**config.mk**
```make
export PLATFORM = sky130hd
export DESIGN_NAME = comparator_serial_accumulator
export DESIGN_NICKNAME = d
export VERILOG_FILES = /design/src/rtl/comparator_pkg.sv /design/src/rtl/comparator_bit_counter.sv /design/src/rtl/comparator_serial_accumulator.sv
export SDC_FILE = /design/constraint.sdc
export NUM_CORES = 1
export LEC_CHECK = 0
export CORE_MARGIN = 4
export CORE_UTILIZATION = 40
export DETAILED_ROUTE_END_ITERATION = 12
export PLACE_DENSITY = 0.67
export SLEW_MARGIN = 20
export SYNTH_ARGS = -nofsm -noshare
export SYNTH_HDL_FRONTEND = slang
export SYNTH_SLANG_ARGS = --single-unit
```
**constraint.sdc**
```tcl
create_clock -name Clock_In -period 1.9 [get_ports Clock_In]
set_clock_uncertainty 0.05 [all_clocks]
set_input_delay 0.19 -clock Clock_In [delete_from_list [all_inputs] [get_ports Clock_In]]
set_output_delay 0.19 -clock Clock_In [all_outputs]
set_load 0.05 [all_outputs]
```
**src/rtl/comparator_pkg.sv**
```systemverilog
// Shared types for the bit-serial comparator accumulator.
// Contents: FSM state encoding, latched-decision encoding, count-width helper.
package comparator_pkg;

    typedef enum logic [1:0] {
        IDLE  = 2'd0,
        ACCUM = 2'd1,
        DONE  = 2'd2
    } state_t;

    typedef enum logic [1:0] {
        UNDECIDED = 2'd0,
        DEC_LT    = 2'd1,
        DEC_GT    = 2'd2
    } decision_t;

    // Bits needed to hold a beat count of 0..dw inclusive.
    function automatic int unsigned count_width(input int unsigned dw);
        return $clog2(dw + 1);
    endfunction

endpackage

```
**src/rtl/comparator_bit_counter.sv**
```systemverilog
// Beat counter for the serial comparator: synchronous clear, count enable,
// and a lookahead flag telling that the next enabled increment lands on DATA_WIDTH.
// Ports:
//   clk_i, rst_ni   clock, async active-low reset
//   clear_i         zero the count (wins over enable)
//   enable_i        count one accepted beat
//   count_o         beats counted so far (registered)
//   last_beat_c     count_o == DATA_WIDTH-1 (combinational)
module comparator_bit_counter
    import comparator_pkg::*;
#(
    parameter  int unsigned DATA_WIDTH = 8,
    localparam int unsigned CNT_W      = count_width(DATA_WIDTH)
) (
    input  logic             clk_i,
    input  logic             rst_ni,
    input  logic             clear_i,
    input  logic             enable_i,
    output logic [CNT_W-1:0] count_o,
    output logic             last_beat_c
);

    logic [CNT_W-1:0] count_q;
    logic [CNT_W-1:0] count_d;

    // Next count: clear has priority over increment.
    always_comb begin
        count_d = count_q;
        if (clear_i) begin
            count_d = '0;
        end else if (enable_i) begin
            count_d = count_q + CNT_W'(1);
        end
    end

    always_ff @(posedge clk_i or negedge rst_ni) begin
        if (!rst_ni) begin
            count_q <= '0;
        end else begin
            count_q <= count_d;
        end
    end

    assign count_o     = count_q;
    assign last_beat_c = (count_q == CNT_W'(DATA_WIDTH - 1));

endmodule

```
**src/rtl/comparator_serial_accumulator.sv**
```systemverilog
// Folds MSB-first per-bit LT/EQ/GT flags into a word-level magnitude compare.
// The first non-equal beat decides; all-equal gives EQ.
// Optional build macro: ONEHOT_CHECK_EN (flags non-one-hot beats via sticky Error_Out).
// Ports:
//   Clock_In, Reset_In                clock, async active-low reset
//   Start_In                          begin a comparison (honoured in IDLE only)
//   Bit_Valid_In / Bit_Ready_Out      per-beat handshake
//   A_*_In                            per-bit flags from the 1-bit comparator
//   Result_Valid_Out / Result_Ready_In result handshake
//   A_*_Out                           one-hot word result, valid with Result_Valid_Out
//   Bit_Count_Out                     beats accepted in the current comparison
//   Error_Out                         sticky illegal-flag indicator
module comparator_serial_accumulator
    import comparator_pkg::*;
#(
    parameter  int unsigned DATA_WIDTH = 8,
    localparam int unsigned CNT_W      = count_width(DATA_WIDTH)
) (
    input  logic             Clock_In,
    input  logic             Reset_In,
    input  logic             Start_In,
    input  logic             Bit_Valid_In,
    output logic             Bit_Ready_Out,
    input  logic             A_Less_Than_B_In,
    input  logic             A_Equal_To_B_In,
    input  logic             A_Greater_Than_B_In,
    output logic             Result_Valid_Out,
    input  logic             Result_Ready_In,
    output logic             A_Less_Than_B_Out,
    output logic             A_Equal_To_B_Out,
    output logic             A_Greater_Than_B_Out,
    output logic [CNT_W-1:0] Bit_Count_Out,
    output logic             Error_Out
);

    state_t    state_q, state_d;
    decision_t decision_q, decision_d, decision_upd;
    logic      bit_ready_q, bit_ready_d;
    logic      result_valid_q, result_valid_d;
    logic      lt_q, lt_d, eq_q, eq_d, gt_q, gt_d;
    logic      cnt_clear, cnt_enable, last_beat;
    logic      beat_xfer, beat_lt, beat_gt;

    assign beat_xfer = Bit_Valid_In & bit_ready_q;

    // Beat decode: illegal flag combinations count as equal when checking is on.
`ifdef ONEHOT_CHECK_EN
    logic flags_onehot;
    logic err_q, err_d;

    assign flags_onehot = (A_Less_Than_B_In ^ A_Equal_To_B_In ^ A_Greater_Than_B_In)
                        & ~(A_Less_Than_B_In & A_Equal_To_B_In & A_Greater_Than_B_In);
    assign beat_lt      = flags_onehot & A_Less_Than_B_In;
    assign beat_gt      = flags_onehot & A_Greater_Than_B_In;

    // Sticky error: cleared only by an accepted start.
    always_comb begin
        err_d = err_q;
        if ((state_q == IDLE) && Start_In) begin
            err_d = 1'b0;
        end else if (beat_xfer && !flags_onehot) begin
            err_d = 1'b1;
        end
    end

    always_ff @(posedge Clock_In or negedge Reset_In) begin
        if (!Reset_In) begin
            err_q <= 1'b0;
        end else begin
            err_q <= err_d;
        end
    end

    assign Error_Out = err_q;
`else
    logic unused_eq_flag;

    // LT wins over GT; EQ flag is implied by neither being set.
    assign beat_lt        = A_Less_Than_B_In;
    assign beat_gt        = ~A_Less_Than_B_In & A_Greater_Than_B_In;
    assign unused_eq_flag = A_Equal_To_B_In;
    assign Error_Out      = 1'b0;
`endif

    // Decision after this beat: only an undecided comparison can latch.
    always_comb begin
        decision_upd = decision_q;
        if (decision_q == UNDECIDED) begin
            if (beat_lt) begin
                decision_upd = DEC_LT;
            end else if (beat_gt) begin
                decision_upd = DEC_GT;
            end
        end
    end

    comparator_bit_counter #(
        .DATA_WIDTH (DATA_WIDTH)
    ) u_bit_counter (
        .clk_i       (Clock_In),
        .rst_ni      (Reset_In),
        .clear_i     (cnt_clear),
        .enable_i    (cnt_enable),
        .count_o     (Bit_Count_Out),
        .last_beat_c (last_beat)
    );

    // Next-state and registered-output logic.
    always_comb begin
        state_d        = state_q;
        decision_d     = decision_q;
        bit_ready_d    = bit_ready_q;
        result_valid_d = result_valid_q;
        lt_d           = lt_q;
        eq_d           = eq_q;
        gt_d           = gt_q;
        cnt_clear      = 1'b0;
        cnt_enable     = 1'b0;

        unique case (state_q)
            IDLE: begin
                if (Start_In) begin
                    state_d     = ACCUM;
                    decision_d  = UNDECIDED;
                    bit_ready_d = 1'b1;
                    cnt_clear   = 1'b1;
                end
            end
            ACCUM: begin
                if (beat_xfer) begin
                    cnt_enable = 1'b1;
                    decision_d = decision_upd;
                    if (last_beat) begin
                        state_d        = DONE;
                        bit_ready_d    = 1'b0;
                        result_valid_d = 1'b1;
                        lt_d           = (decision_upd == DEC_LT);
                        gt_d           = (decision_upd == DEC_GT);
                        eq_d           = (decision_upd == UNDECIDED);
                    end
                end
            end
            DONE: begin
                if (result_valid_q && Result_Ready_In) begin
                    state_d        = IDLE;
                    result_valid_d = 1'b0;
                    lt_d           = 1'b0;
                    eq_d           = 1'b0;
                    gt_d           = 1'b0;
                    cnt_clear      = 1'b1;
                end
            end
            default: begin
                state_d        = IDLE;
                decision_d     = UNDECIDED;
                bit_ready_d    = 1'b0;
                result_valid_d = 1'b0;
                lt_d           = 1'b0;
                eq_d           = 1'b0;
                gt_d           = 1'b0;
                cnt_clear      = 1'b1;
            end
        endcase
    end

    always_ff @(posedge Clock_In or negedge Reset_In) begin
        if (!Reset_In) begin
            state_q        <= IDLE;
            decision_q     <= UNDECIDED;
            bit_ready_q    <= 1'b0;
            result_valid_q <= 1'b0;
            lt_q           <= 1'b0;
            eq_q           <= 1'b0;
            gt_q           <= 1'b0;
        end else begin
            state_q        <= state_d;
            decision_q     <= decision_d;
            bit_ready_q    <= bit_ready_d;
            result_valid_q <= result_valid_d;
            lt_q           <= lt_d;
            eq_q           <= eq_d;
            gt_q           <= gt_d;
        end
    end

    assign Bit_Ready_Out        = bit_ready_q;
    assign Result_Valid_Out     = result_valid_q;
    assign A_Less_Than_B_Out    = lt_q;
    assign A_Equal_To_B_Out     = eq_q;
    assign A_Greater_Than_B_Out = gt_q;

endmodule

```
==> results of run 1 <==
[final timing paths]
check                      slack, ns  cells after the start                  endpoint               from
hold / removal                  0.23                      1  u_bit_counter.count_o[2]           Reset_In
hold reg to reg                 0.47                      1         A_Less_Than_B_Out  A_Less_Than_B_Out
max in group asynchronous       1.18                      1                state_q[0]           Reset_In
setup reg to reg                0.35                      5      A_Greater_Than_B_Out         state_q[0]
min in group Clock_In           0.45                      3                state_q[0]           Start_In
setup / recovery                0.12                      1          Result_Valid_Out   Result_Valid_Out
[cell families after synthesis]
kind of cell               after synthesis
adders and majority gates                1
muxes                                    4
xor gates and xnor gates                 3
DFF                                     13
buffers and inverters                    5
other                                    1
AOI/OAI and AO/OA                       12
and+or+nand+nor                         33
[per-stage QoR]
stage / cells / util / hold WS, ns / power (uW)
2_1_floorplan: 72 / - / -0.156 / 1150
3_3_place_gp: 110 / 0.525 / 0.447 / 1380
3_5_place_dp: 110 / 0.525 / 0.453 / 1390
4_1_cts: 114 / 0.541 / 0.253 / 1570
5_1_grt: 114 / 0.541 / 0.279 / 1660
6_report: 114 / 0.541 / 0.234 / 1560
[placed cells by master (no fill, tap or decap), types with 2 or more instances in the layout]
master,netlist,layout
a21oi_1,3,3
buf_4,1,2
clkbuf_4,0,3
clkdlybuf4s50_1,0,15
dfrtp_1,13,13
mux2_4,2,2
nand2_1,5,5
nand2b_1,3,3
nor2_1,9,9
nor2b_1,3,3
nor3_1,3,3
nor3b_1,2,2
o21ai_0,2,2
xor2_1,2,2
[cell type report]
cell class	count	area (um^2)	area share
multi-input combinational	54	392	0.415
sequential	13	325	0.345
timing repair buffer	17	165	0.175
tap	25	31.3	0.0332
clock buffer	4	26.3	0.0279
inverter	1	3.75	0.00398
[routing by layer]
layer,vias to the layer above,wire length [um],share of wire
li1,288,-,-
met1,256,683,0.48
met2,11,644,0.46
met3,3,70,0.050
met4,0,10,0.0071
met5,-,0,0
[registers in the layout, indices dropped and copies added (netlist names)]
signal / cells
A_Less_Than_B_Out: 1
u_bit_counter.count_o: 4
A_Equal_To_B_Out: 1
Bit_Ready_Out: 1
A_Greater_Than_B_Out: 1
state_q: 2
decision_q: 2
Result_Valid_Out: 1
[power breakdown]
| group | internal (uW) | switching [uW] | total, uW |
|---|---|---|---|
| Clock | 81.5 | 89.0 | 171 |
| Sequential | 386 | 128 | 515 |
| Combinational | 347 | 524 | 870 |
==> impl_results.md, run 1 <==
* Least-Margin Pin Slew at 0.596 ns
* Period minus WS final at 1.78 ns
* Place WS at 0.259 ns
* Sequential area share after synthesis at 0.434
* Synth Area in XOR/XNOR at 0.0351
* # resized after CTS at 0
* CTS tree: done
* DR iter-0 viols at 10
* Top_reg_cell synth: dfrtp_1
* Largest family of logic cells by synthesized area: simple AND/OR/NAND/NOR gates
* Fillers at 158
* Die span in y at 51.3 um
* Met2 GRT Util at 0.197
* Synth Area in Compound Gates at 0.137
* Fin nets at 99
* Post-CTS Setup Repair Bufs at 0
* Async set-reset flop share out of synthesis at 1.00
* Core area at 1750 um^2
* M1 GR Usage at 0.152
* Warnings, synthesis at 0
* Met3 Use GR at 0.0554
* Hold-fix buffers, CTS at 0
* Hold WC Path Type: primary input to async pin
* Post-route setup slack at 0.121 ns
* EDFF count, synth at 0
* Busiest grt layer: met2
* CP required at 1.66 ns
* Mapped Area at 749 um^2
* Starting density of the core at 0.429
* CP peak stage delay at 0.83 ns
* Clk slew on worst S/H paths at 0.08 ns
* Count of pins over their slew limit at 0
* Area grow syn2layout at 25.9%
* Slew HR at 0.602
* H-tree lvl count at 1
* I/O Buffers at 15
* DP Wirelength at 1.06 mm
* First-pass GRT wire length at 2.42 mm
* Drt first pass iters at 4
* Post-synth top cells: 13 x dfrtp_1, 9 x nor2_1, 5 x nand2_1
* Largest delay contributor family on the critical path: buffers and inverters
* CTS Root Buffer Type: clkbuf_4
* Row Count at 15
* Final setup violation count at 0
* Diode count at 0
* Initial antenna violation count at 0
* Largest area contributor in the netlist: dfrtp_1
* Fmax at 562 MHz
* Post-DP Area at 917 um^2
* Clock latency at the later pin of the worst-skew pair at 0.28 ns
* Multiplexer share of the synthesized area at 0.0684
* Kind of start point of the critical path: flop
* Unrepaired setup endpoints after global routing: no
* WL final at 1.41 mm
* CP max stage cell: clkdlybuf4s50_1
* Layout cell share with drive strength beyond 1 at 0.146
* Post-Synth Simple-Gate Area at 0.260
* CTS Buffer Depth at 2
* Die width at 51.3 um
* Yosys reg bits at 13
* Die area at 2630 um^2
* CP bufs+invs at 1
* Gr ovfl total at 0
* DRC at 0
* Setup TNS at 0 ns
* Via count of the first global-routing pass at 542
* Sink Count at 13
* Status: finished, final reports clean
* Final instance area at 943 um^2
* Leakage at 0.000389 uW
* Worst Path Arrival at 1.54 ns
* Power Dens Cells at 1650 nW/um^2
* Hold Vio Cnt, Final at 0
* Peak supply drop at 0.806 mV
* Vias at 558
* Avg Cell Area, Syn at 10.4 um^2
* Syn_nets at 81
* Synth unique cells at 35
* Synth Area in Adders at 0.0167
* CP cell instances: clkdlybuf4s50_1
* Largest net degree at the start of global routing at 14
* WL per Instance at 12.4 um
* GRT Overall Usage at 0.123
* Routability cong. at 0.753
* Syn Inst Count at 72
* Count leader, synth: dfrtp_1
* Post-route ant nets at 0
* Critical path capture point type: primary output
* Max_cap viols at 0
* CTS Buf Count at 3
* WS Path Type: flop to primary output
* Top cells by area in the synthesized netlist: dfrtp_1 43%, nor2_1 4.5%, mux2_4 4.0%
* I/O pins at 18
* Tcrit/Tclk final at 0.937
* Drt via density at 4.89
* Area share of the largest cell type after synthesis at 0.434
* CP Max Fanout at 4
Power figures use the tool's default switching activity.
==> run 2: changes to the inputs <==
--- a/config.mk
+++ b/config.mk
@@ -5,10 +5,14 @@
 export SDC_FILE = /design/constraint.sdc
 export NUM_CORES = 1
 export LEC_CHECK = 0
+export ABC_CLOCK_PERIOD_IN_PS = 1900
+export CELL_PAD_IN_SITES_DETAIL_PLACEMENT = 1
+export CELL_PAD_IN_SITES_GLOBAL_PLACEMENT = 2
 export CORE_MARGIN = 4
-export CORE_UTILIZATION = 40
+export CORE_UTILIZATION = 29
 export DETAILED_ROUTE_END_ITERATION = 12
-export PLACE_DENSITY = 0.67
+export PLACE_DENSITY_LB_ADDON = 0.1
+export SKIP_LAST_GASP = 1
 export SLEW_MARGIN = 20
 export SYNTH_ARGS = -nofsm -noshare
 export SYNTH_HDL_FRONTEND = slang
==> run 2 against run 1 <==
Compared with the run above: register-to-register slack lost 0.04 ns; fmax is 0.68% lower; die area rose by 32%; critical endpoint unchanged.
==> impl_results.md, run 2 (synthesis results as in run 1) <==
* Status: finished, final reports clean
* Routability cong. at 0.681
* Crit Reg-Reg Startpoint: state_q[0]
* Number of flip-flops under the largest register name at 4
* Period minus WS final at 1.79 ns
* Worst Path Arrival at 1.55 ns
* Setup TNS at 0 ns
* Area grow syn2layout at 26.7%
* I/O Buffers at 15
* # resized after CTS at 0
* CP peak stage delay at 0.84 ns
* Fillers at 301
* Fmax at 558 MHz
* Final instance area at 950 um^2
* Slew HR at 0.580
* Largest net degree at the start of global routing at 14
* Initial antenna violation count at 0
* Combinational Power Share at 0.558
* Power share of the sequential group at 0.334
* I/O pins at 18
* Clk slew on worst S/H paths at 0.08 ns
* Clock latency at the later pin of the worst-skew pair at 0.28 ns
* Worst hold slack at 0.249 ns
* Drt via density at 4.88
* Max_cap viols at 0
* CP required at 1.66 ns
* CTS Buf Count at 3
* Count of pins over their slew limit at 0
* CP max stage cell: clkdlybuf4s50_1
* CP Max Fanout at 4
* Layout cell share with drive strength beyond 1 at 0.146
* Tcrit/Tclk final at 0.943
* DRC at 0
* WL per Instance at 14.9 um
* Vias at 581
* Hold Vio Cnt, Final at 0
* GRT Overall Usage at 0.121
* Cell-internal power at 815 uW
* Via count of the first global-routing pass at 611
* Kind of start point of the critical path: flop
* Diode count at 0
* H-tree lvl count at 1
* Unrepaired setup endpoints after global routing: no
* Switching Fraction at 0.483
* Power Dens Cells at 1660 nW/um^2
* Die width at 58.8 um
* Post-CTS Setup Repair Bufs at 0
* First-pass GRT wire length at 3.08 mm
* Post-DP Area at 923 um^2
* CP cell instances: clkdlybuf4s50_1
* CTS Buffer Depth at 2
* Hold WC Path Type: primary input to async pin
* DR iter-0 viols at 7
* WL final at 1.78 mm
* Starting density of the core at 0.303
* Largest delay contributor family on the critical path: buffers and inverters
* Hold-fix buffers, CTS at 0
* Drt first pass iters at 3
* Die span in y at 58.8 um
* Fin nets at 99
* Final setup violation count at 0
* Peak supply drop at 0.579 mV
* Net Sw Power at 761 uW
* Least-Margin Pin Slew at 0.628 ns
* Post-route ant nets at 0
* Leakage at 0.000389 uW
* Commonest non-fill, non-tap cell in the layout: clkdlybuf4s50_1
* Most frequent cells in the layout: 15 x clkdlybuf4s50_1, 13 x dfrtp_1, 9 x nor2_1
* Origin of the worst setup path: Result_Valid_Out
* Die area at 3460 um^2
* Gr ovfl total at 0
* CP bufs+invs at 1
* CTS tree: done
* WS Path Type: flop to primary output
* DP Wirelength at 1.36 mm
* CTS Root Buffer Type: clkbuf_4
* Core area at 2480 um^2
* Sink Count at 13
* Row Count at 18
* Final core occ at 0.383
* Clock Power Share at 0.108
* Critical path capture point type: primary output
## run 2: worst paths after layout
check,end,slack (ns),cells after the start
max,Result_Valid_Out,0.11,1
min,u_bit_counter.count_o[3],0.25,1
max reg2reg,A_Greater_Than_B_Out,0.31,5
min reg2reg,A_Less_Than_B_Out,0.46,1
max in group asynchronous,decision_q[1],1.14,1
min in group Clock_In,A_Less_Than_B_Out,0.46,1
## run 2: layout make-up
class | instances | area (um^2) | area share
Clock buffer | 4 | 26.3 | 0.0277
Inverter | 1 | 3.75 | 0.00395
Multi-Input combinational cell | 54 | 392 | 0.412
Sequential cell | 13 | 325 | 0.343
Tap cell | 30 | 37.5 | 0.0395
Timing Repair Buffer | 17 | 165 | 0.174
## run 2: through the flow
step                      total power (uW)  setup slack, ns  std cells
after floorplan                       1150            0.185         72
after CTS                             1600           0.0872        119
after detailed placement              1420            0.241        115
final                                 1580            0.108        119
after global routing                  1700           0.0366        119
after global placement                1410            0.257        115
## run 2: power groups by stage
| stage | clock network, uW | registers, uW | logic, uW |
|---|---|---|---|
| 2_1_floorplan | 0 | 769 | 385 |
| 6_report | 171 | 526 | 879 |
| 3_3_place_gp | 0 | 532 | 876 |
| 5_1_grt | 199 | 552 | 951 |
| 3_5_place_dp | 0 | 533 | 890 |
| 4_1_cts | 182 | 528 | 893 |
## run 2: worst register-to-register path, delay by kind of cell (launching register included)
kind            cells  cell delay [ns]
flops               1             0.54
simple gates        1             0.10
buf+inv             1             0.20
compound gates      2             0.28
mux                 1             0.31
## run 2: metal layers
layer,global-route usage,up-vias,wire length [um]
met5,0,-,0
met4,0.0194,0,15
met3,0.0504,2,111
met2,0.189,14,821
met1,0.158,279,827
li1,-,286,-
==> run 3: changes to the inputs <==
--- a/config.mk
+++ b/config.mk
@@ -5,13 +5,14 @@
 export SDC_FILE = /design/constraint.sdc
 export NUM_CORES = 1
 export LEC_CHECK = 0
-export ABC_CLOCK_PERIOD_IN_PS = 1900
+export ABC_CLOCK_PERIOD_IN_PS = 2180
 export CELL_PAD_IN_SITES_DETAIL_PLACEMENT = 1
 export CELL_PAD_IN_SITES_GLOBAL_PLACEMENT = 2
 export CORE_MARGIN = 4
-export CORE_UTILIZATION = 29
+export CORE_UTILIZATION = 31
 export DETAILED_ROUTE_END_ITERATION = 12
 export PLACE_DENSITY_LB_ADDON = 0.1
+export SKIP_CTS_REPAIR_TIMING = 1
 export SKIP_LAST_GASP = 1
 export SLEW_MARGIN = 20
 export SYNTH_ARGS = -nofsm -noshare
==> constraint.sdc (replaced) <==
create_clock -name Clock_In -period 2.18 [get_ports Clock_In]
set_clock_uncertainty 0.05 [all_clocks]
set_input_delay 0.218 -clock Clock_In [delete_from_list [all_inputs] [get_ports Clock_In]]
set_output_delay 0.218 -clock Clock_In [all_outputs]
set_load 0.05 [all_outputs]
==> run 3 against run 2 <==
Compared with the run above: worst hold slack gained 0.017 ns; critical path depth is the same; critical endpoint is now Bit_Count_Out[2]; highest routed layer unchanged; sequential power shrank 11%; critical path type unchanged; clock-buffer cell count is the same; core utilization is 3.0 points higher.
==> impl_results.md, run 3 (synthesis results as in run 1) <==
* Status: finished, final reports clean
* Worst Path Arrival at 1.56 ns
* Unrepaired setup endpoints after global routing: no
* Count of pins over their slew limit at 0
* Crit Reg-Reg Startpoint: state_q[0]
* Post-route ant nets at 0
* DR iter-0 viols at 16
* CP required at 1.91 ns
* Net Sw Power at 669 uW
* Origin of the worst setup path: u_bit_counter.count_o[2]
* Setup crit end: Bit_Count_Out[2]
* CTS tree: done
* Drt first pass iters at 4
* Sink Count at 13
* Die span in y at 57.2 um
* Area grow syn2layout at 24.4%
* Final instance area at 932 um^2
* Most frequent cells in the layout: 15 x clkdlybuf4s50_1, 13 x dfrtp_1, 9 x nor2_1
* WL final at 1.75 mm
* First-pass GRT wire length at 3.01 mm
* DP Wirelength at 1.28 mm
* CTS Buffer Depth at 2
* Drt via density at 5.09
* Peak supply drop at 0.791 mV
* CP cell instances: clkdlybuf4s50_1
* Die area at 3270 um^2
* Commonest non-fill, non-tap cell in the layout: clkdlybuf4s50_1
* Row Count at 17
* Hold Vio Cnt, Final at 0
* Combinational Power Share at 0.544
* Initial antenna violation count at 0
* WS Path Type: flop to primary output
* GRT Overall Usage at 0.122
* Final setup violation count at 0
* Max_cap viols at 0
* Layout cell share with drive strength beyond 1 at 0.126
* CTS Buf Count at 3
* Leakage at 0.000380 uW
* Setup TNS at 0 ns
* CP bufs+invs at 1
* I/O Buffers at 15
* Power Dens Cells at 1470 nW/um^2
* Hold WC Path Type: primary input to async pin
* Vias at 585
* Number of flip-flops under the largest register name at 4
* H-tree lvl count at 1
* Least-Margin Pin Slew at 0.622 ns
* Period minus WS final at 1.83 ns
* Starting density of the core at 0.332
* CTS Root Buffer Type: clkbuf_4
* Core area at 2250 um^2
* Critical path capture point type: primary output
* Slew HR at 0.584
* CP max stage cell: clkdlybuf4s50_1
* Kind of start point of the critical path: flop
* Largest net degree at the start of global routing at 15
* WL per Instance at 15.2 um
* Final core occ at 0.413
* I/O pins at 18
* Reg2reg end: A_Equal_To_B_Out
* Clk slew on worst S/H paths at 0.08 ns
* Reg2reg path depth at 4
* Fin nets at 97
* Routability cong. at 0.704
* Power share of the sequential group at 0.343
* Gr ovfl total at 0
* Cell-internal power at 700 uW
* DRC at 0
* Diode count at 0
* Fmax at 547 MHz
* Die width at 57.2 um
* Cell depth of the worst setup path at 1
* Via count of the first global-routing pass at 603
* Internal reg-to-reg setup slack at 0.50 ns
* CP peak stage delay at 0.85 ns
* Largest delay contributor family on the critical path: buffers and inverters
* Post-DP Area at 906 um^2
* Tcrit/Tclk final at 0.839
* Switching Fraction at 0.488
* Clock latency at the later pin of the worst-skew pair at 0.28 ns
* Clock Power Share at 0.113
* CP Max Fanout at 5
==> run 3: cell types whose count changed in the layout (fill, tap and decap cells not counted) <==
cell / previous run / this run
buf_4: 2 / 0
==> run 3: per-stage QoR <==
step | hold WS (ns) | total power (uW) | std cells | setup WS [ns]
final | 0.266 | 1370 | 115 | 0.351
after global routing | 0.305 | 1480 | 115 | 0.300
after CTS | 0.280 | 1390 | 115 | 0.323
after detailed placement | 0.452 | 1230 | 111 | 0.489
after global placement | 0.448 | 1210 | 111 | 0.499
after floorplan | -0.128 | 1010 | 72 | 0.465
==> run 3: worst min path at each step <==
| stage | to | cells after the start |
|---|---|---|
| floorplan | A_Equal_To_B_Out | 0 |
| global placement | A_Greater_Than_B_Out | 1 |
| detailed placement | A_Greater_Than_B_Out | 1 |
| CTS | A_Greater_Than_B_Out | 1 |
| global route | A_Greater_Than_B_Out | 1 |
| finish | A_Greater_Than_B_Out | 1 |
==> run 3: routing by layer <==
metal | vias up | share of wire | routed length [um] | track usage
met5 | - | 0 | 0 | 0
met4 | 0 | 0.023 | 40 | 0.0695
met3 | 5 | 0.051 | 89 | 0.0294
met2 | 15 | 0.47 | 817 | 0.165
met1 | 284 | 0.46 | 804 | 0.173
li1 | 281 | - | - | -
==> run 3: final cells by class <==
| type | count | area [um^2] |
|---|---|---|
| Fill cell | 271 | 1320 |
| Multi-Input combinational cell | 54 | 392 |
| Sequential cell | 13 | 325 |
| Timing Repair Buffer | 15 | 150 |
| Tap cell | 28 | 35.0 |
| Clock buffer | 4 | 26.3 |
| Inverter | 1 | 3.75 |
==> run 3: power groups by stage <==
stage,Sequential [uW],Combinational (uW),Clock (uW)
finish,469,746,155
CTS,473,754,162
global route,496,808,174
global placement,474,735,0
floorplan,670,335,0
detailed placement,476,750,0
==> run 3: worst register-to-register path: stages, from the launching register on <==
cell and delay, ns:
dfrtp_1 0.64, nand2b_1 0.19, nor4b_2 0.32, nor3b_1 0.11, nor4_2 0.29
